### src/rtl/tdp_ram_ctl.sv
// tdp_ram_ctl: true-dual-port RAM with post-reset clear, read-during-write modes, optional output register, write collision flag
// clk/rst: clock and asynchronous active-high reset
// en_x/we_x/addr_x/data_x: port x access enable, write enable, address, write data
// q_x/valid_x: port x read data and its valid strobe
// busy: clear sequence running; collision: last cycle both ports wrote one address
module tdp_ram_ctl #(
   parameter int DATA_W = 8,
   parameter int ADDR_W = 6,
   parameter int RDW_MODE = 0,
   parameter int OUT_REG = 0,
   parameter int CLEAR_ON_RESET = 1
) (
   input  logic              clk,
   input  logic              rst,
   input  logic              en_a,
   input  logic              we_a,
   input  logic [ADDR_W-1:0] addr_a,
   input  logic [DATA_W-1:0] data_a,
   output logic [DATA_W-1:0] q_a,
   output logic              valid_a,
   input  logic              en_b,
   input  logic              we_b,
   input  logic [ADDR_W-1:0] addr_b,
   input  logic [DATA_W-1:0] data_b,
   output logic [DATA_W-1:0] q_b,
   output logic              valid_b,
   output logic              busy,
   output logic              collision
);
   localparam int DEPTH = 2 ** ADDR_W;
   typedef enum logic {CLEAR, RUN} state_t;
   state_t state, state_nx;
   logic [ADDR_W-1:0] cnt;
   logic [DATA_W-1:0] mem [DEPTH];
   logic [DATA_W-1:0] s1_a, s1_b;
   logic v1_a, v1_b, wr_a, wr_b, wr_b_req, acc_a, acc_b;
   always_ff @(posedge clk or posedge rst)
      if (rst) state <= (CLEAR_ON_RESET != 0) ? CLEAR : RUN;
      else state <= state_nx;
   always_comb state_nx = (state == CLEAR && &cnt) ? RUN : state;
   // no-change mode suppresses the stage-1 update (and its valid) on writes
   always_comb begin
      busy = (state == CLEAR);
      wr_a = !busy && en_a && we_a;
      wr_b_req = !busy && en_b && we_b;
      wr_b = wr_b_req && !(wr_a && addr_a == addr_b);
      acc_a = !busy && en_a && (!we_a || RDW_MODE != 2);
      acc_b = !busy && en_b && (!we_b || RDW_MODE != 2);
   end
   always_ff @(posedge clk or posedge rst)
      if (rst) cnt <= '0;
      else if (busy) cnt <= cnt + 1'b1;
   // port A wins a same-address double write
   always_ff @(posedge clk)
      if (busy) mem[cnt] <= '0;
      else begin
         if (wr_a) mem[addr_a] <= data_a;
         if (wr_b) mem[addr_b] <= data_b;
      end
   // mem reads here see pre-edge contents: read-first and cross-port old data fall out naturally
   always_ff @(posedge clk or posedge rst)
      if (rst) begin
         s1_a <= '0;
         s1_b <= '0;
         v1_a <= 1'b0;
         v1_b <= 1'b0;
         collision <= 1'b0;
      end else begin
         v1_a <= acc_a;
         v1_b <= acc_b;
         if (acc_a) s1_a <= (we_a && RDW_MODE == 0) ? data_a : mem[addr_a];
         if (acc_b) s1_b <= (we_b && RDW_MODE == 0) ? data_b : mem[addr_b];
         collision <= wr_a && wr_b_req && addr_a == addr_b;
      end
   if (OUT_REG != 0) begin : g_oreg
      always_ff @(posedge clk or posedge rst)
         if (rst) begin
            q_a <= '0;
            q_b <= '0;
            valid_a <= 1'b0;
            valid_b <= 1'b0;
         end else begin
            q_a <= s1_a;
            q_b <= s1_b;
            valid_a <= v1_a;
            valid_b <= v1_b;
         end
   end else begin : g_noreg
      always_comb begin
         q_a = s1_a;
         q_b = s1_b;
         valid_a = v1_a;
         valid_b = v1_b;
      end
   end
endmodule

### config.mk
export PLATFORM = sky130hd
export DESIGN_NAME = tdp_ram_ctl
export DESIGN_NICKNAME = d
export VERILOG_FILES = /design/src/rtl/tdp_ram_ctl.sv
export SDC_FILE = /design/constraint.sdc
export NUM_CORES = 1
export LEC_CHECK = 0
export CAP_MARGIN = 20
export CORE_MARGIN = 2
export CORE_UTILIZATION = 55
export CTS_CLUSTER_DIAMETER = 80
export DETAILED_ROUTE_END_ITERATION = 12
export PLACE_DENSITY = 0.74
export SLEW_MARGIN = 25
export SYNTH_ARGS = -nofsm -noshare
export SYNTH_HDL_FRONTEND = slang
export SYNTH_SLANG_ARGS = --single-unit
### constraint.sdc
create_clock -name clk -period 2.7 [get_ports clk]
set_clock_uncertainty 0.1 [all_clocks]
set_input_delay 0.405 -clock clk [delete_from_list [all_inputs] [get_ports clk]]
set_output_delay 0.405 -clock clk [all_outputs]
set_load 0.01 [all_outputs]
======== Yosys cells after proc, flatten, opt, wreduce, memory -nomap -nowiden ========
Memories as Yosys holds them, arrays and structs flattened. A register that Yosys moved wholly into a read port is not among the register bits.
Cells that the tools add are included.
word-level totals
  flip-flop bits (word level) ............. 18
  bits in writable memories ............... 512
  input bits .............................. 34
  word-level logic and storage cells ...... 33
  memories kept ........................... 1
operators by class
  add/subtract/negate cells ............... 1
  eq/ne operators ......................... 1
  multiplexer cells ....................... 11
  bitwise logic cells ..................... 1
  reduce and logical (&&, ||, !) cells .... 12
memory list
  name  words  bits a word  rd ports  clocked after memory_dff  wr ports  line  source
  mem   64     8            2         1                         2         34    logic [DATA_W-1:0] mem [DEPTH];
operators with widths
  kind                                                            count
  8-bit 2-to-1 mux                                                2
  1-bit logical AND                                               9
  1-bit 2-to-1 mux                                                8
  8-bit OR reduction                                              1
  6-bit by 1-bit adder with 6-bit output (second input constant)  1
  6-bit == test                                                   1
  6-bit 2-to-1 mux                                                1
  6-bit AND reduction                                             1
  1-bit logical NOT                                               1
  1-bit inverter                                                  1

======== Depth between registers and ports, before layout ========
Gate-level depths: netlist of run 1.
  depth in word-level cells ............... 8
  gate-level depth with buffers ........... 10
  gate-level depth less buffers ........... 6

======== Least setup slack after synthesis of run 1 ========
Ideal clock, no wire load.
  path type ............................... input -> register
  from .................................... input addr_a[1]
  to ...................................... memory mem[18][0] (enable)
  arrival ................................. 2.519 ns
  required time ........................... 2.216 ns
  setup slack ............................. -0.303 ns
  cell stages on the path ................. 9
  cell sequence ........................... buf_4 > buf_4 > buf_4 > buf_4 > buf_6 > nor3b_1 > a31o_2 > nand3_1 > o21ai_0
RTL lines
  element      line  source
  from (decl)  17    input logic [ADDR_W-1:0] addr_a,
  to (decl)    34

==> run summary, run 1 <==
Achievable Freq: 371.4 MHz
Busiest grt layer: met2
Post-DRT Antenna Nets: 0
Power, Total: 18.80 mW
Syn nets: 2349
WP buf/inv: 3
Yosys top cell area share: 46.80%
WL per Instance: 38.56 µm
WHS: 0.04828 ns
CP max stage delay: 0.44 ns
GPL Wtd Cong: 1.034
Max Cap Violations: 0
Synth unique cells: 75
Worst Reg-to-Reg Cells: 7
Final TNS setup: 0 ns
Hpwl dp: 95.51 mm
Clock transition at path regs: 0.07 ns
DRC viols: 0
Num CTS Buffers: 57
Hold Crit Class: input port to async pin
Worst-Margin Slew: 1.100 ns
Crit-path slowest cell: o31ai_1
Die area: 61700 µm²
Vias: 25863
CTS tree: yes
Most frequent cells in the layout: mux2_2 (550), edfxtp_1 (512), buf_4 (394)
Initial antenna violation count: 7
Congestion Overflow GR: 0
Critical path's top delay family: buffers and inverters
Gr usage total: 43.56%
H-Tree Depth: 2
Routed WL: 133.9 mm
Final Worst Setup Slack: 0.007303 ns
Via density: 7.447
Post-synth EDFFs: 512
DRT iter0 DRCs: 4485
Worst Setup End Kind: flop
Cell repeated most along the worst path: buf_4
Crit-path cells: and3_2 > buf_4 > o31ai_1 > nand3_1 > buf_4 > o21ai_1 > buf_4
Core Rows: 89
Fraction of registers with async set or reset after synthesis: 4.833%
Drt first pass iters: 8
CTS sink cnt: 538
Pwr dens: 471.1 nW/µm²
Top FF cell, synth: edfxtp_1
Met3 GRT Util: 15.34%
Clk_lat worst skew: 0.65 ns
M2 GR Usage: 62.95%
Area after DPL: 37930 µm²
Layout area overhead: 21.47%
Worst path arrival time: 2.93 ns
RR Startpoint: state$_DFFE_PP0P_
R2R Setup Slk: 0.007 ns
Final hold violations: 0
Slew Viols, Final: 0
Final worst-path cycle share: 99.73%
Max clock buf depth: 3
Final net count: 2684
Core ar.: 59020 µm²
Startpoint types: flop
Gate Count Post-Synth: 2314
Mapped cell area: 32850 µm²
Fin area: 39900 µm²
Relative slew slack: 26.69%
Sequential share of the synthesized area: 48.78%
Tmin final: 2.693 ns
Synth area leader: edfxtp_1
Die X: 248.4 µm
Pre-CTS setup slack: -0.5908 ns
Leakage: 13.71 nW
Root Buffer: clkbuf_16
Largest net degree at the start of global routing: 66
Commonest non-fill, non-tap cell in the layout: mux2_2
Die Y-Extent: 248.4 µm
Number of synthesized register bits: 538
Ys Warns: 0
Top-level I/O count: 54
Critical R2R Capture: mem[36][1]$_DFFE_PP_
Share of cells above drive strength 1: 52.06%
Status: complete, no violations
VDD IR max: 0.0006565 V
Maximum fanout along the worst path: 9
Critical path class: flop to flop
Fillers: 4137
Vias in the first global route: 25055
Final setup fails: 0
Mapped Avg Cell Area: 14.20 µm²
Met1 global-route usage: 57.71%
Count of input and output buffers: 53
Global-route wire length before repair: 188.0 mm
Initial Util: 55.66%
Unrepaired setup endpoints after global routing: yes
CP required: 2.94 ns
Synth top area cells: edfxtp_1 (47%), mux2_2 (19%), mux4_2 (12%)
==> worst max-delay path by stage <==
stage                            startpoint                   end  slack, ns  depth (start not counted)
after global routing              addr_a[5]  mem[29][7]$_DFFE_PP_     -0.009                          9
after floorplan                   addr_a[1]  mem[58][0]$_DFFE_PP_      -0.12                          9
after detailed placement          addr_a[5]  mem[46][4]$_DFFE_PP_      -0.59                          9
final                     state$_DFFE_PP0P_  mem[36][1]$_DFFE_PP_      0.007                          7
after CTS                 state$_DFFE_PP0P_   mem[0][2]$_DFFE_PP_       0.05                          7
after global placement            addr_a[5]  mem[58][1]$_DFFE_PP_      -0.90                          8
==> flip-flops by register name (all words and copies together) (netlist names) <==
name and cells:
mem 512, q_a 8, q_b 8, cnt 6, collision 1, state 1
valid_a 1, valid_b 1
==> stage by stage <==
step                      util (%)  std cells
after floorplan                  -       2314
after global placement       64.21       3359
after detailed placement     64.26       3361
after CTS                    67.41       3466
after global routing         67.59       3468
final                        67.61       3473
==> power by group <==
| part | leakage [nW] | total (mW) | switching, mW | internal, mW |
|---|---|---|---|---|
| registers | 3.91 | 9.00 | 0 | 9.00 |
| clock network | 0.880 | 8.04 | 3.48 | 4.55 |
| logic | 8.91 | 1.77 | 1.11 | 0.659 |
==> worst reg2reg max path, cell delays in order (launching register included) <==
cell	delay, ns
dfrtp_1	0.43
and3_2	0.24
buf_4	0.19
o31ai_1	0.44
nand3_1	0.33
buf_4	0.27
o21ai_1	0.19
buf_4	0.21
==> synthesized netlist by cell type (6+ instances only) <==
cell	instances
a2111oi_0	9
a211oi_1	9
a21o_1	6
a21oi_1	52
a221o_1	22
a221oi_1	37
a22o_1	15
a22oi_1	62
a31oi_1	10
and2_1	13
buf_1	16
buf_2	50
buf_4	21
buf_6	6
clkbuf_1	160
dfrtp_1	26
edfxtp_1	512
inv_1	14
mux2_1	10
mux2_2	550
mux2i_1	76
mux4_2	169
nand2_1	74
nand2_2	21
nand2b_1	7
nand3_1	27
nand3b_1	9
nor2_1	40
nor2_2	32
nor2_8	12
nor2b_1	22
nor3_1	7
o211ai_1	10
o21ai_0	39
o221ai_1	12
o22ai_1	60
xnor2_1	6
==> kinds of logic (layout without fill, tap and decap cells) <==
group	after synthesis	in the layout	synth area share [%]
simple gates	299	299	5.469
buf+inv	273	654	3.755
compound gates	387	387	8.566
other cells	0	5	0
flops	538	538	48.78
xor+xnor	11	11	0.2933
fa+ha+maj	1	1	0.03808
mux	805	805	33.10
==> cell type report <==
type / count / area [µm²] / share of cell area (%)
sequential: 538 / 16030 / 40.16
tap: 773 / 967.2 / 2.424
clock inverter: 34 / 332.8 / 0.8340
antenna: 5 / 12.51 / 0.03135
clock buffer: 71 / 1521 / 3.813
inverter: 16 / 60.06 / 0.1505
multi-input combinational: 1503 / 15770 / 39.53
timing repair buffer: 533 / 5211 / 13.06
==> metal layers <==
metal	vias up	part of all wire (%)
li1	10039	-
met4	6	6.8
met3	519	16
met2	2417	43
met1	12882	35
met5	-	0.066
==> timing repair <==
item,CTS,global route
setup endpoints to repair,0,158
setup buffers,0,2
hold buffers,0,0
resized for setup,0,14
No activity file was read; power rests on OpenSTA's default activity.
==> run 2: changes to the inputs <==
CTS_CLUSTER_SIZE = 30   (was not set)
DONT_BUFFER_PORTS = 1   (was not set)
PLACE_DENSITY = 0.73   (was 0.74)
==> run 2 against run 1 <==
Against the previous run: critical path depth rose by 1; total power fell by 13%; clock power fell by 23%; combinational power fell by 36%; cell count fell by 10%; sequential power barely moved; critical endpoint is now mem[8][5]$_DFFE_PP_; highest routed layer unchanged.
==> run summary, run 2 (same netlist as run 1, synthesis figures left out) <==
Top-level I/O count: 54
CP Launch Point: state$_DFFE_PP0P_
Share of cells above drive strength 1: 47.31%
Final setup fails: 0
Gr usage total: 40.64%
Largest net degree at the start of global routing: 139
Final cell count without fillers: 3120
Max clock buf depth: 3
WL per Instance: 40.16 µm
Root Buffer: clkbuf_16
Maximum fanout along the worst path: 13
Unrepaired setup endpoints after global routing: yes
Final Worst Setup Slack: 0.005536 ns
Fillers: 4389
Drt first pass iters: 9
Initial antenna violation count: 9
R2R Setup Slk: 0.006 ns
Global-route wire length before repair: 175.7 mm
Vias: 24280
Die X: 248.4 µm
Most frequent cells in the layout: mux2_2 (550), edfxtp_1 (512), buf_4 (171)
Most flops, register: mem
Routed WL: 125.3 mm
Achievable Freq: 371.1 MHz
Hold depth: 4
Max reg flops: 512
Clock transition at path regs: 0.09 ns
Power, Total: 16.31 mW
Clk_lat worst skew: 0.61 ns
Layout area overhead: 10.70%
VDD IR max: 0.0005105 V
Final worst-path cycle share: 99.79%
CTS tree: yes
Pre-CTS setup slack: -0.2251 ns
Startpoint types: flop
Final net count: 2349
Top flop regs: mem x512, q_a x8, q_b x8
CP required: 2.95 ns
Die Y-Extent: 248.4 µm
FF+latch area: 16030 µm²
Core Rows: 89
Slew Viols, Final: 0
Worst Reg-to-Reg Cells: 8
Worst Setup End Kind: flop
Worst hold endpoint: q_b[6]$_DFFE_PP0N_
Hpwl dp: 79.84 mm
Max Cap Violations: 0
Placed instance count: 3026
Status: complete, no violations
Num CTS Buffers: 34
Congestion Overflow GR: 0
Die area: 61700 µm²
Post-DRT Antenna Nets: 0
Count of input and output buffers: 0
CTS sink cnt: 538
DRC viols: 0
RR Startpoint: state$_DFFE_PP0P_
Relative slew slack: 33.78%
Final hold violations: 0
H-Tree Depth: 2
Hold Crit Start: data_b[6]
Core ar.: 59020 µm²
Pwr dens: 448.5 nW/µm²
Final TNS setup: 0 ns
Initial Util: 55.66%
WHS: 0.02293 ns
DRT iter0 DRCs: 3735
Worst-Margin Slew: 0.9934 ns
Via density: 7.782
Critical path class: flop to flop
Vias in the first global route: 23240
Worst path arrival time: 2.95 ns
Critical R2R Capture: mem[8][5]$_DFFE_PP_
Leakage: 11.77 nW
Hold Crit Class: input port to flop
Tmin final: 2.694 ns
Multi-input logic area: 15870 µm²
Commonest non-fill, non-tap cell in the layout: mux2_2
GPL Wtd Cong: 0.9937
## run 2: cell count changes in the layout (fill, tap and decap cells not counted), sizes merged
cell and delta:
clkbuf -35, clkinvlp -6, inv +15, clkdlybuf4s50 -39
dlygate4sd3 +15, diode +2, clkinv -12, buf -287
bufinv -6
## run 2: timing repair
action / CTS / global route
hold buffers: 23 / 0
buffers inserted: 2 / 0
pin swaps: 1 / 0
gates resized for setup: 7 / 26
setup endpoints to repair: 175 / 195
hold endpoints to repair: 552 / 0
## run 2: layout make-up
cell class,count,area share (%)
clock buffers,37,2.546
well taps,773,2.659
flip-flops and latches,538,44.07
diodes,7,0.04817
clock inverters,25,0.8498
multi-input cells,1503,43.63
repair buffers,221,6.035
inverters,16,0.1651
## run 2: per-layer routing
metal | share of wire (%) | vias up | GRT usage, %
met2 | 43 | 2193 | 60.42
li1 | - | 9376 | -
met5 | 0.048 | - | 0
met4 | 6.7 | 10 | 20.68
met3 | 16 | 511 | 15.38
met1 | 34 | 12190 | 52.06
## run 2: how the worst max path moves through the flow
stage,end,slack [ns],depth (start not counted)
after global routing,mem[32][2]$_DFFE_PP_,-0.03,8
after global placement,mem[59][4]$_DFFE_PP_,-0.20,7
after CTS,mem[7][3]$_DFFE_PP_,0.004,8
after detailed placement,mem[43][2]$_DFFE_PP_,-0.23,7
after floorplan,mem[58][0]$_DFFE_PP_,-0.12,9
final,mem[8][5]$_DFFE_PP_,0.006,8
## run 2: worst max-delay path, stage by stage, from the launching register on
cell and delay, ns:
dfrtp_1 0.41, and3_1 0.24, buf_12 0.17, a41oi_2 0.22, buf_4 0.21, nand2_2 0.07, buf_12 0.19, nor2_2 0.42
mux2_2 0.40
## run 2: where the power goes
| group | switching (mW) | internal, mW | leakage, nW |
|---|---|---|---|
| Combinational | 0.712 | 0.419 | 7.26 |
| Clock | 3.45 | 2.74 | 0.602 |
| Sequential | 0 | 8.98 | 3.91 |
| Total | 4.17 | 12.1 | 11.8 |
## run 2: stage by stage
step | utilization (%) | instance area [µm²]
after floorplan | - | 32950
after global placement | 58.57 | 34570
after detailed placement | 58.57 | 34570
after CTS | 61.37 | 36220
after global routing | 61.59 | 36350
final | 61.62 | 36370
